--- config.mk ---
export PLATFORM = sky130hd
export DESIGN_NAME = bool_func_unit
export DESIGN_NICKNAME = d
export VERILOG_FILES = /design/src/rtl/bool_func_unit.sv
export SDC_FILE = /design/constraint.sdc
export NUM_CORES = 1
export LEC_CHECK = 0
export ABC_AREA = 1
export CORE_MARGIN = 2
export CORE_UTILIZATION = 45
export DETAILED_ROUTE_END_ITERATION = 10
export GPL_TIMING_DRIVEN = 0
export PLACE_DENSITY = 0.76
export RECOVER_POWER = 100
export SLEW_MARGIN = 20
export SYNTH_ARGS = -nofsm -noshare
export SYNTH_HDL_FRONTEND = slang
export SYNTH_SLANG_ARGS = --single-unit
--- constraint.sdc ---
create_clock -name clk -period 2.1 [get_ports clk]
set_clock_uncertainty 0.1 [all_clocks]
set_input_delay 0.42 -clock clk [delete_from_list [all_inputs] [get_ports clk]]
set_output_delay 0.42 -clock clk [all_outputs]
set_load 0.02 [all_outputs]
--- src/rtl/bool_func_unit.sv ---
// Programmable N-input Boolean function unit.
// Holds a 2^N_IN-entry truth table, loaded one minterm per command. It can
// evaluate one input vector, or sweep every input combination in turn and
// count how many minterms are true.
//
// state | meaning
// ------+--------------------------------------------------------------
// IDLE  | accepts EVAL / LOAD / SWEEP / CLEAR commands
// SWEEP | walks idx 0..2^N_IN-1, one result per cycle, commands ignored
module bool_func_unit #(
   parameter int N_IN = 5
) (
   input  logic            clk,
   input  logic            rst,
   input  logic            cmd_valid,
   input  logic [1:0]      cmd_op,
   output logic            cmd_ready,
   input  logic [N_IN-1:0] in_vec,
   input  logic            load_bit,
   output logic            F,
   output logic            f_valid,
   output logic [N_IN-1:0] sweep_idx,
   output logic [N_IN:0]   ones_cnt,
   output logic            done
);

   localparam int DEPTH = 1 << N_IN;

   localparam logic [1:0] OP_EVAL  = 2'b00;
   localparam logic [1:0] OP_LOAD  = 2'b01;
   localparam logic [1:0] OP_SWEEP = 2'b10;
   localparam logic [1:0] OP_CLEAR = 2'b11;

   typedef enum logic {
      S_IDLE  = 1'b0,
      S_SWEEP = 1'b1
   } state_e;

   state_e            state_q,     state_d;
   logic [DEPTH-1:0]  table_q,     table_d;
   logic              f_q,         f_d;
   logic              f_valid_q,   f_valid_d;
   logic              done_q,      done_d;
   logic [N_IN-1:0]   sweep_idx_q, sweep_idx_d;
   logic [N_IN:0]     ones_cnt_q,  ones_cnt_d;
   logic [N_IN:0]     acc_q,       acc_d;
   logic [N_IN-1:0]   idx_q,       idx_d;
   logic [N_IN:0]     acc_next;

   assign cmd_ready = (state_q == S_IDLE);
   assign F         = f_q;
   assign f_valid   = f_valid_q;
   assign done      = done_q;
   assign sweep_idx = sweep_idx_q;
   assign ones_cnt  = ones_cnt_q;

   // Running count including the entry being swept this cycle; one bit wider
   // than idx so a full table reports 2^N_IN.
   assign acc_next = acc_q + {{N_IN{1'b0}}, table_q[idx_q]};

   // Next-state, table update and output computation; pulses default low.
   always_comb begin
      state_d     = state_q;
      table_d     = table_q;
      f_d         = f_q;
      f_valid_d   = 1'b0;
      done_d      = 1'b0;
      sweep_idx_d = sweep_idx_q;
      ones_cnt_d  = ones_cnt_q;
      acc_d       = acc_q;
      idx_d       = idx_q;
      case (state_q)
         S_IDLE: begin
            if (cmd_valid) begin
               case (cmd_op)
                  OP_EVAL: begin
                     f_d         = table_q[in_vec];
                     f_valid_d   = 1'b1;
                     sweep_idx_d = '0;
                  end
                  OP_LOAD:  table_d[in_vec] = load_bit;
                  OP_SWEEP: begin
                     state_d = S_SWEEP;
                     idx_d   = '0;
                     acc_d   = '0;
                  end
                  OP_CLEAR: table_d = '0;
                  default:  table_d = table_q;
               endcase
            end
         end
         S_SWEEP: begin
            f_d         = table_q[idx_q];
            sweep_idx_d = idx_q;
            f_valid_d   = 1'b1;
            acc_d       = acc_next;
            idx_d       = idx_q + 1'b1;
            // Terminal check on the current idx, before it wraps to 0.
            if (idx_q == {N_IN{1'b1}}) begin
               ones_cnt_d = acc_next;
               done_d     = 1'b1;
               state_d    = S_IDLE;
            end
         end
         default: state_d = S_IDLE;
      endcase
   end

   // State register with synchronous reset; reset also clears the table.
   always_ff @(posedge clk) begin
      if (rst) begin
         state_q     <= S_IDLE;
         table_q     <= '0;
         f_q         <= 1'b0;
         f_valid_q   <= 1'b0;
         done_q      <= 1'b0;
         sweep_idx_q <= '0;
         ones_cnt_q  <= '0;
         acc_q       <= '0;
         idx_q       <= '0;
      end else begin
         state_q     <= state_d;
         table_q     <= table_d;
         f_q         <= f_d;
         f_valid_q   <= f_valid_d;
         done_q      <= done_d;
         sweep_idx_q <= sweep_idx_d;
         ones_cnt_q  <= ones_cnt_d;
         acc_q       <= acc_d;
         idx_q       <= idx_d;
      end
   end

endmodule

==> results.md, run 1 <==
- Run status: finished with violations
- Failing checks: negative setup slack
- Area grow syn2layout: 31.6%
- Largest net degree at the start of global routing: 11
- Clock Tree Buf Depth: 2
- Buffers on Ports: 25
- Initial antenna violation count: 0
- Final Util: slightly above 60%
- Post-synthesis sequential area ratio: between 30% and 40%
- Final Hold Viols: 0
- Required time of the critical path: between 2 and 2.5 ns
- Top cell type's share of synthesized area: a little over a third
- Startpoint Class: register
- Syn Inst Count: roughly 530
- Fin crit share: 112%
- Post-synth cell types: 25
- Final setup fails: 7
- Main combinational cell family by area after synthesis: simple AND/OR/NAND/NOR gates
- Pins over their slew limit: 0
- Vias/cell: ~5.5
- Ant diodes: 0
- Crit path largest cell delay: between 0.3 and 0.4 ns
- Power Total: 2610 µW
- P per Cell Area: 606 mW/mm²
- Hold Path Class: register to register
- Overflow after GRT: 0
- Layout net count: ~600
- Reg clk slew, reported paths: 0.07 ns
- Net count after synthesis: ~550
- Vias in the first global route: 3,417
- Slew HR: between 50% and 60%
- TritonCTS clock tree: yes
- Starting DRT DRC Count: 460
- Sink Count: slightly below 60
- Family with the most delay on the worst path: simple AND/OR/NAND/NOR gates
- FP Rows: 31
- TritonCTS buffer count: 9
- Wire per inst: roughly 16 µm
- Final worst path period need: 2.34 ns
- Core area: between 0.007 and 0.008 mm²
- Worst setup EP type: register
- Max Fclk: approximately 430 MHz
- Die Wd: roughly 90 µm
- Die area: 0.00798 mm²
- CTS root buf: clkbuf_8
- Flops & latches, synth: slightly below 60
- TritonRoute pass-1 iters: 9
- Final GP Congestion: approximately 0.95
- Max_cap viols: 0
- All-layer global routing usage: roughly 27%
- Adder-Cell Fraction of Synth Area: around 1.5%
- Crit path buf inv count: 3
- Unrepaired setup endpoints after global routing: yes
- Post-route ant nets: 0
- PnR worst setup slack: -0.242 ns
- Kind of critical path: register to register
- Average cell area after synthesis: between 6 and 7 µm²
- DR DRC count: 0
- Post-Synth Simple-Gate Area: between 30% and 40%
- Synth Area in Compound Gates: about 14%
- CP arrival: approximately 2.5 ns
- Leak pwr: 0.00170 µW
- HPWL Detailed: just under 7 mm
- Initial core utilization: 45.9%
- Slowest stage cell, crit path: dfxtp_2
- Mapped Area: 0.00328 mm²
- H-tree depth: 3
- Worst Path Max Fanout: 7
- First-pass GRT wire length: around 16 mm
- Worst skew pair latency: about 0.36 ns
- R2R setup slack: -0.24 ns
- Total Wirelength: ~11 mm
- Vias: about 3,700
- Max VDD drop: approximately 0.39 mV
- Post-synthesis xor/xnor area fraction: 1.07%
- Post-synthesis mux area share: 0%
- Worst slew pin tran: between 0.6 and 0.7 ns
- Critical-path cell list: buf_12 -> buf_8 -> nand2_1 -> nand3_2 -> nand3_2 -> nand2_2 -> nand2_2 -> nand3_2 -> nand2_2 -> inv_2 -> ha_4 -> ha_4 -> nand3_4 -> xor2_4 -> or2_4 -> a21oi_2
- Top area cells in the synthesized netlist: dfxtp_1 (35%), nand2_1 (25%), a21oi_1 (6.4%), nand3_1 (6.4%), o21ai_0 (5.3%)
- Die height: around 89 µm
- Share of cells above drive strength 1: around 18%
- Dominant cell type by area after synthesis: dfxtp_1
- Num ports: 26
- Warnings, synthesis: 0
==> timing repair <==
item / in CTS / in global routing
pin swaps: 20 / 19
buffers inserted: 11 / 1
resized for setup: 40 / 31
gates cloned: 2 / 0
hold buffers: 0 / 0
endpoints found under the setup margin: 11 / 18
==> metrics by stage <==
| stage | setup TNS [ns] | hold slack [ns] | setup slack (ns) | instances | area, µm² |
|---|---|---|---|---|---|
| floorplan | 0 | 0.352 | 0.00869 | 531 | 3310 |
| global placement | -7.19 | 0.355 | -0.348 | 655 | 3680 |
| detailed placement | -7.89 | 0.358 | -0.412 | 655 | 3680 |
| CTS | -0.644 | 0.371 | -0.207 | 684 | 4190 |
| global route | -2.43 | 0.373 | -0.351 | 685 | 4310 |
| finish | -1.12 | 0.361 | -0.242 | 685 | 4310 |
==> final cells by class <==
class | instances | area, µm²
fill | 681 | 2830
multi-input combinational | 418 | 2080
sequential | 58 | 1170
timing repair buffer | 39 | 414
buffer | 26 | 174
clock buffer | 12 | 155
inverter | 29 | 129
tap | 99 | 124
clock inverter | 4 | 73.8
==> cell usage after synthesis <==
library cell and number:
nand3_1 42, nor3_1 8, nor2_1 46, or3_1 1, and3_1 1, xnor2_1 2
o21ai_0 35, buf_2 5, clkinv_1 3, inv_1 25, clkbuf_1 12, dfxtp_1 58
nor3_4 1, buf_1 1, nand2_1 222, buf_6 6, xor2_1 2, a211oi_1 1
or2_2 3, buf_4 2, inv_2 1, a21oi_1 42, nand4_1 1, a21oi_2 7
ha_1 4
==> report_power, final <==
| part | internal (µW) | switching [µW] |
|---|---|---|
| sequential | 1110 | 4.72 |
| clock | 733 | 483 |
| combinational | 98.6 | 186 |
==> flip-flops by register name, summed over array words and instances (netlist names) <==
name       cells
F              1
acc_q          6
done           1
f_valid        1
idx_q          5
ones_cnt       6
state_q        1
sweep_idx      5
table_q       32
==> tightest hold or removal path, delay by kind of cell, from the launching register on <==
family / cells / cell delay (ns)
AO/OA/AOI/OAI: 1 / 0.05
flip-flops: 1 / 0.31
AND/OR/NAND/NOR: 1 / 0.06
==> worst paths after layout <==
kind	end	startpoint	cells after the start
max	acc_q[4]	idx_q[0]	16
min	sweep_idx[3]	sweep_idx[3]	2
max reg2reg	acc_q[4]	idx_q[0]	16
min reg2reg	sweep_idx[3]	sweep_idx[3]	2
==> layout by cell type (no fill, tap or decap), types with 4 or more instances in the layout <==
master	count
buf_6	5
nand3_2	21
nor2_1	45
dfxtp_1	56
buf_4	10
o21ai_0	33
a21oi_1	40
clkbuf_8	11
nand3_1	20
a21oi_2	9
nor3_1	8
buf_2	4
nand2_1	204
inv_1	22
nand2_2	17
clkbuf_1	13
dlygate4sd3_1	16
clkdlybuf4s50_1	8
==> layer usage <==
| metal | GRT usage (%) | part of all wire (%) |
|---|---|---|
| met3 | 4.52 | 7.1 |
| met5 | 0 | 0 |
| met2 | 43.0 | 47 |
| met1 | 35.8 | 41 |
| met4 | 14.5 | 4.6 |
==> logic make-up (layout without fill, tap and decap cells) <==
kind of cell | Yosys count | count (layout)
DFF | 58 | 58
buffers and inverters | 55 | 110
adders and majority gates | 4 | 4
and+or+nand+nor | 325 | 325
AOI/OAI and AO/OA | 85 | 85
xor gates and xnor gates | 4 | 4
(Power assumes the default switching activity.)
==> run 2: changes to the inputs <==
--- a/config.mk
+++ b/config.mk
@@ -6,11 +6,13 @@
 export NUM_CORES = 1
 export LEC_CHECK = 0
 export ABC_AREA = 1
+export CELL_PAD_IN_SITES_DETAIL_PLACEMENT = 2
+export CELL_PAD_IN_SITES_GLOBAL_PLACEMENT = 2
 export CORE_MARGIN = 2
-export CORE_UTILIZATION = 45
+export CORE_UTILIZATION = 28
 export DETAILED_ROUTE_END_ITERATION = 10
 export GPL_TIMING_DRIVEN = 0
-export PLACE_DENSITY = 0.76
+export PLACE_DENSITY = 0.84
 export RECOVER_POWER = 100
 export SLEW_MARGIN = 20
 export SYNTH_ARGS = -nofsm -noshare
==> run 2 against run 1 <==
The flow still finishes with violations (negative setup slack). Critical path depth increased by 1. Non-clock buffer count increased by 2. Cell area increased by 6.9%. Total power increased by 13%. Die area increased by 58%. Clock power increased by 24%. Maximum frequency decreased by 8.1%. Largest cell class unchanged. Register-to-register slack got worse by 0.21 ns. Worst setup slack got worse by 0.21 ns. Largest power group unchanged.
==> results.md, run 2 (same netlist as run 1, synthesis figures left out) <==
- Layout net count: 598 (+0.34%)
- Reg clk slew, reported paths: 0.06 ns (about the same)
- P per Cell Area: 640 mW/mm² (+5.6%)
- Sink Count: 58 (unchanged)
- Buffers on Ports: 25 (unchanged)
- CP arrival: 2.71 ns (+0.19 ns)
- Share of cells above drive strength 1: 22.8% (+4.5 points)
- Hold_buf cts: 0 (unchanged)
- Worst skew pair latency: 0.34 ns (-0.02 ns)
- Final setup fails: 11 (+4)
- Worst Path Max Fanout: 8 (+1)
- Max_cap viols: 0 (unchanged)
- Num ports: 26 (unchanged)
- Sequential cell area: 0.00116 mm² (-0.21%)
- Hold Path Class: register to register
- Total Wirelength: 16.5 mm (+56%)
- All-layer global routing usage: 24.7% (-2.6 points)
- TritonCTS buffer count: 9 (unchanged)
- Critical-path cell list: buf_12 -> inv_12 -> buf_12 -> nand2_4 -> nand3_4 -> nand3_4 -> nand2_2 -> nand2_1 -> nand3_1 -> nand2_2 -> inv_2 -> ha_4 -> buf_4 -> nand3_2 -> xnor2_2 -> nand2_1 -> a21oi_1
- Most common cell after layout, fill and taps aside: nand2_1
- Final Hold Viols: 0 (unchanged)
- Most frequent cells in the layout: nand2_1 (200), dfxtp_1 (56), nor2_1 (44)
- Overflow after GRT: 0 (unchanged)
- Internal: 2160 µW (+11%)
- HPWL Detailed: 9.49 mm (+40%)
- Max Fclk: 392 MHz (-8.1%)
- Wire per inst: 22.6 µm (+46%)
- Largest net degree at the start of global routing: 11 (unchanged)
- Worst slew pin tran: 0.678 ns (-0.00683 ns)
- Ant diodes: 0 (unchanged)
- Area of the multi-input gates: 0.00220 mm² (+6.1%)
- Post-Place Cells: 699 (+6.7%)
- Slowest stage cell, crit path: dfxtp_2
- Reg with most FFs: table_q
- NetSw: 788 µW (+17%)
- Switching Share: 26.7% (+0.93 points)
- Finished Cell Area: 0.00461 mm² (+6.9%)
- Vias in the first global route: 4,362 (+28%)
- Clock Tree Buf Depth: 2 (unchanged)
- Largest register FFs: 32 (unchanged)
- Combinational cell fraction of total power: 11.0% (about the same)
- Initial core utilization: 28.7% (-17 points)
- Number of fill cells in the layout: 1,362 (+100%)
- Vias: 3,943 (+5.3%)
- Clock share of power: 51.2% (+4.6 points)
- FP Rows: 39 (+26%)
- DR DRC count: 0 (unchanged)
- Fin crit share: 121% (+9.9 points)
- Die height: 112 µm (+26%)
- Slew HR: 54.8% (+0.46 points)
- Startpoint Class: register
- Power Total: 2950 µW (+13%)
- Sequential power share: 37.8% (-4.7 points)
- Run status: finished with violations
- Leak pwr: 0.00177 µW (+3.8%)
- Pins over their slew limit: 0 (unchanged)
- Required time of the critical path: 2.26 ns (-0.02 ns)
- Area grow syn2layout: 40.7%
- Final worst path period need: 2.55 ns (+0.207 ns)
- First-pass GRT wire length: 23.9 mm (+45%)
- TritonRoute pass-1 iters: 4 (-5)
- CTS root buf: clkbuf_16
- Kind of critical path: register to register
- Post-DP Area: 0.00374 mm² (+1.5%)
- Crit path largest cell delay: 0.34 ns (about the same)
- Final GP Congestion: 0.838 (-12%)
- Max VDD drop: 0.555 mV (+42%)
- Vias/cell: 5.39 (-1.3%)
- Post-route ant nets: 0 (unchanged)
- PnR worst setup slack: -0.449 ns (-0.207 ns)
- Die area: 0.0126 mm² (+58%)
- Initial antenna violation count: 0 (unchanged)
- Unrepaired setup endpoints after global routing: yes
- TritonCTS clock tree: yes
- Worst setup EP type: register
- Final non-filler cell total: 731 (+6.7%)
- Core area: 0.0114 mm² (+60%)
- Die Wd: 112 µm (+26%)
- Failing checks: negative setup slack
- H-tree depth: 3 (unchanged)
- Starting DRT DRC Count: 230 (-50%)
==> run 2: path summary, 6_finish.rpt <==
path	from	endpoint	slack [ns]	cells after the start
max reg2reg	idx_q[0]	acc_q[3]	-0.45	17
min	sweep_idx[2]	sweep_idx[2]	0.37	2
max	idx_q[0]	acc_q[3]	-0.45	17
min reg2reg	sweep_idx[2]	sweep_idx[2]	0.37	2
==> run 2: critical path: cells and delay by family (launching register included) <==
family	cells	cell delay, ns
buf+inv	5	0.56
xor+xnor	1	0.31
simple gates	9	0.79
compound gates	1	0.17
fa+ha+maj	1	0.17
flops	1	0.34
==> run 2: stage by stage <==
step | TNS, ns | setup slack, ns | util, % | hold slack [ns]
5_1_grt | -4.39 | -0.514 | 40.4 | 0.401
3_5_place_dp | -13.38 | -0.468 | 32.7 | 0.365
3_3_place_gp | -11.15 | -0.464 | 32.7 | 0.361
4_1_cts | -0.886 | -0.241 | 38.8 | 0.373
6_report | -3.00 | -0.449 | 40.4 | 0.366
2_1_floorplan | 0 | 0.00869 | - | 0.352
==> run 2: power by group through the flow <==
stage / Combinational (µW) / Clock (µW) / Sequential, µW
after floorplan: 140 / 0 / 1140
after global placement: 248 / 0 / 1140
after detailed placement: 258 / 0 / 1140
after CTS: 300 / 1530 / 1110
after global routing: 344 / 1580 / 1110
final: 324 / 1510 / 1110
==> run 2: per-layer routing <==
metal	vias up	track usage, %	routed length, µm
met5	-	0	0
met4	0	9.76	435
met3	34	5.51	618
met2	93	42.4	8440
met1	1997	30.1	7030
li1	1819	-	-
==> run 2: area by class of cell <==
class                      count  area share [%]
clock buffer                  11            5.27
inverter                      29            2.82
clock inverter                 5            1.17
multi-input combinational    418            47.8
tap                          143            3.88
timing repair buffer          41            9.42
sequential                    58            25.3
buffer                        26            4.37
==> run 2: timing repair <==
| item | 4_1_cts | 5_1_grt |
|---|---|---|
| gates resized for setup | 64 | 42 |
| cloned | 2 | 0 |
| setup buffers | 10 | 4 |
| endpoints found under the setup margin | 20 | 40 |
| pin swaps | 19 | 20 |
==> run 3: changes to the inputs <==
--- a/config.mk
+++ b/config.mk
@@ -8,12 +8,13 @@
 export ABC_AREA = 1
 export CELL_PAD_IN_SITES_DETAIL_PLACEMENT = 2
 export CELL_PAD_IN_SITES_GLOBAL_PLACEMENT = 2
-export CORE_MARGIN = 2
+export CORE_MARGIN = 1.5
 export CORE_UTILIZATION = 28
 export DETAILED_ROUTE_END_ITERATION = 10
 export GPL_TIMING_DRIVEN = 0
 export PLACE_DENSITY = 0.84
 export RECOVER_POWER = 100
+export SKIP_LAST_GASP = 1
 export SLEW_MARGIN = 20
 export SYNTH_ARGS = -nofsm -noshare
 export SYNTH_HDL_FRONTEND = slang
==> run 3 against run 2 <==
The flow still finishes with violations (negative setup slack). First-iteration DRC count shrank 14%. Non-clock buffer count is the same. Critical path depth is the same. Critical path type unchanged. Critical endpoint is now acc_q[2]. Largest cell class unchanged. Largest power group unchanged.
==> results.md, run 3 (same netlist as run 1, synthesis figures left out) <==
- Run status: finished with violations
- Failing checks: negative setup slack
- HPWL Detailed: 9.48 mm (about the same)
- FF-to-FF Start: idx_q[0]
- Die Wd: 111 µm (-0.89%)
- Crit path largest cell delay: 0.34 ns (about the same)
- Internal: 2150 µW (-0.49%)
- Final GP Congestion: 0.855 (+2.0%)
- DR DRC count: 0 (unchanged)
- TritonRoute pass-1 iters: 4 (unchanged)
- Final setup fails: 15 (+4)
- Initial core utilization: 28.7% (unchanged)
- Vias/cell: 5.35 (-0.90%)
- Area grow syn2layout: 40.4%
- Max_cap viols: 0 (unchanged)
- Clock share of power: 51.3% (about the same)
- Final worst path period need: 2.43 ns (-0.119 ns)
- Pins over their slew limit: 0 (unchanged)
- Post-route ant nets: 0 (unchanged)
- TritonCTS clock tree: yes
- RR Endpoint: acc_q[2]
- Die height: 111 µm (-0.89%)
- Most frequent cells in the layout: nand2_1 (202), dfxtp_1 (56), nor2_1 (44)
- Initial antenna violation count: 0 (unchanged)
- R2R setup slack: -0.33 ns (+0.12 ns)
- H-tree depth: 3 (unchanged)
- CP arrival: 2.60 ns (-0.11 ns)
- Max VDD drop: 0.671 mV (+21%)
- Overflow after GRT: 0 (unchanged)
- Clock Tree Buf Depth: 2 (unchanged)
- Crit path to: acc_q[2]
- Die area: 0.0124 mm² (-1.8%)
- Hold Path Class: register to register
- Combinational cell fraction of total power: 10.8% (-0.2 points)
- Worst Path Max Fanout: 7 (-1)
- Most common cell after layout, fill and taps aside: nand2_1
- Final Hold Viols: 0 (unchanged)
- Unrepaired setup endpoints after global routing: yes
- Starting DRT DRC Count: 197 (-14%)
- Finished Cell Area: 0.00460 mm² (-0.22%)
- Crit path buf inv count: 5 (unchanged)
- Worst skew pair latency: 0.35 ns (about the same)
- Kind of critical path: register to register
- Family with the most delay on the worst path: simple AND/OR/NAND/NOR gates
- Critical-path cell list: buf_8 -> clkinv_8 -> buf_12 -> nand2_4 -> nand3_4 -> nand3_4 -> nand2_2 -> nand2_2 -> nand3_2 -> nand2_2 -> inv_2 -> ha_4 -> ha_4 -> buf_6 -> xor2_2 -> nand2_1 -> a21oi_2
- Required time of the critical path: 2.27 ns (about the same)
- Max Fclk: 412 MHz (+4.9%)
- NetSw: 791 µW (+0.32%)
- Worst setup EP type: register
- Ant diodes: 0 (unchanged)
- Sum Neg Setup Slack: -2.50 ns (+0.501 ns)
- Startpoint Class: register
- Vias: 3,902 (-1.0%)
- Pre-CTS setup slack: -0.544 ns (-0.0759 ns)
- Layout net count: 598 (unchanged)
- All-layer global routing usage: 25.9% (+1.2 points)
- FP Rows: 39 (unchanged)
- Sink Count: 58 (unchanged)
- Wire per inst: 22.1 µm (-2.1%)
- Num ports: 26 (unchanged)
- Post-DP Area: 0.00374 mm² (unchanged)
- Number of fill cells in the layout: 1,381 (+1.4%)
- CTS root buf: clkbuf_16
- PnR worst setup slack: -0.330 ns (+0.119 ns)
- Slowest stage cell, crit path: dfxtp_2
- FF-to-FF path depth: 17 (unchanged)
- Cell mode on critical path: nand2_2
- Switching Share: 26.9% (+0.16 points)
- Vias in the first global route: 4,370 (+0.18%)
- Leak pwr: 0.00171 µW (-3.3%)
- TritonCTS buffer count: 9 (unchanged)
- Worst slew pin tran: 0.767 ns (+0.0889 ns)
- Largest net degree at the start of global routing: 11 (unchanged)
- First-pass GRT wire length: 24.5 mm (+2.3%)
- CP startpoint: idx_q[0]
- Reg clk slew, reported paths: 0.05 ns (about the same)
- P per Cell Area: 639 mW/mm² (about the same)
- Buffers on Ports: 25 (unchanged)
- Reg with most FFs: table_q
- Core area: 0.0114 mm² (unchanged)
- Total Wirelength: 16.2 mm (-2.3%)
- Fin crit share: 116% (-5.7 points)
- Share of cells above drive strength 1: 22.0% (-0.81 points)
- Stages on the worst setup path: 17 (unchanged)
- Sequential power share: 37.9% (about the same)
- Hold_buf cts: 0 (unchanged)
- Slew HR: 48.9% (-5.9 points)
- Largest register FFs: 32 (unchanged)
## run 3: power groups by stage
stage	logic, µW	clock network (µW)	registers [µW]
finish	318	1510	1110
global route	337	1580	1110
global placement	247	0	1140
floorplan	140	0	1140
CTS	293	1540	1110
detailed placement	256	0	1140
## run 3: final cells by class
type	instances	area, µm²	share of cell area, %
plain buffers	26	190	4.14
clock buffers	10	239	5.20
clock inverters	5	55.1	1.20
inverters	29	130	2.83
multi-input cells	418	2210	48.0
flip-flops and latches	58	1160	25.3
well taps	143	179	3.89
repair buffers	41	433	9.41
## run 3: worst register-to-register path, cell delays in order, from the launching register on
cell and delay (ns):
dfxtp_2 0.34, buf_8 0.16, clkinv_8 0.10, buf_12 0.15
nand2_4 0.07, nand3_4 0.07, nand3_4 0.10, nand2_2 0.07
nand2_2 0.07, nand3_2 0.07, nand2_2 0.10, inv_2 0.06
ha_4 0.17, ha_4 0.16, buf_6 0.11, xor2_2 0.18
nand2_1 0.11, a21oi_2 0.17
## run 3: what timing repair did
| item | CTS | global route |
|---|---|---|
| setup buffers | 13 | 2 |
| pin swaps | 14 | 12 |
| cloned | 1 | 0 |
| resized for setup | 53 | 49 |
| endpoints found under the setup margin | 22 | 43 |
## run 3: worst min path at each step
stage                       startpoint           end  slack (ns)  cells past startpoint
final                     sweep_idx[4]  sweep_idx[4]        0.37                      2
after global routing      sweep_idx[4]  sweep_idx[4]        0.39                      2
after CTS                 sweep_idx[4]  sweep_idx[4]        0.37                      2
after detailed placement  sweep_idx[4]  sweep_idx[4]        0.36                      2
after global placement    sweep_idx[0]  sweep_idx[0]        0.36                      2
after floorplan             table_q[0]    table_q[0]        0.35                      2
## run 3: layer usage
metal	track usage, %	vias to the layer above	share of wire (%)
met5	0	-	0
met4	10.7	0	3.3
met3	5.52	40	3.5
met2	44.5	85	51
met1	31.2	1971	42
li1	-	1806	-
## run 3: metrics by stage
step	utilization, %	std cells	hold WS, ns	power (µW)
global placement	32.7	699	0.357	1380
CTS	38.4	728	0.370	2950
floorplan	-	531	0.352	1280
finish	40.3	730	0.366	2940
detailed placement	32.7	699	0.364	1390
global route	40.3	730	0.395	3030
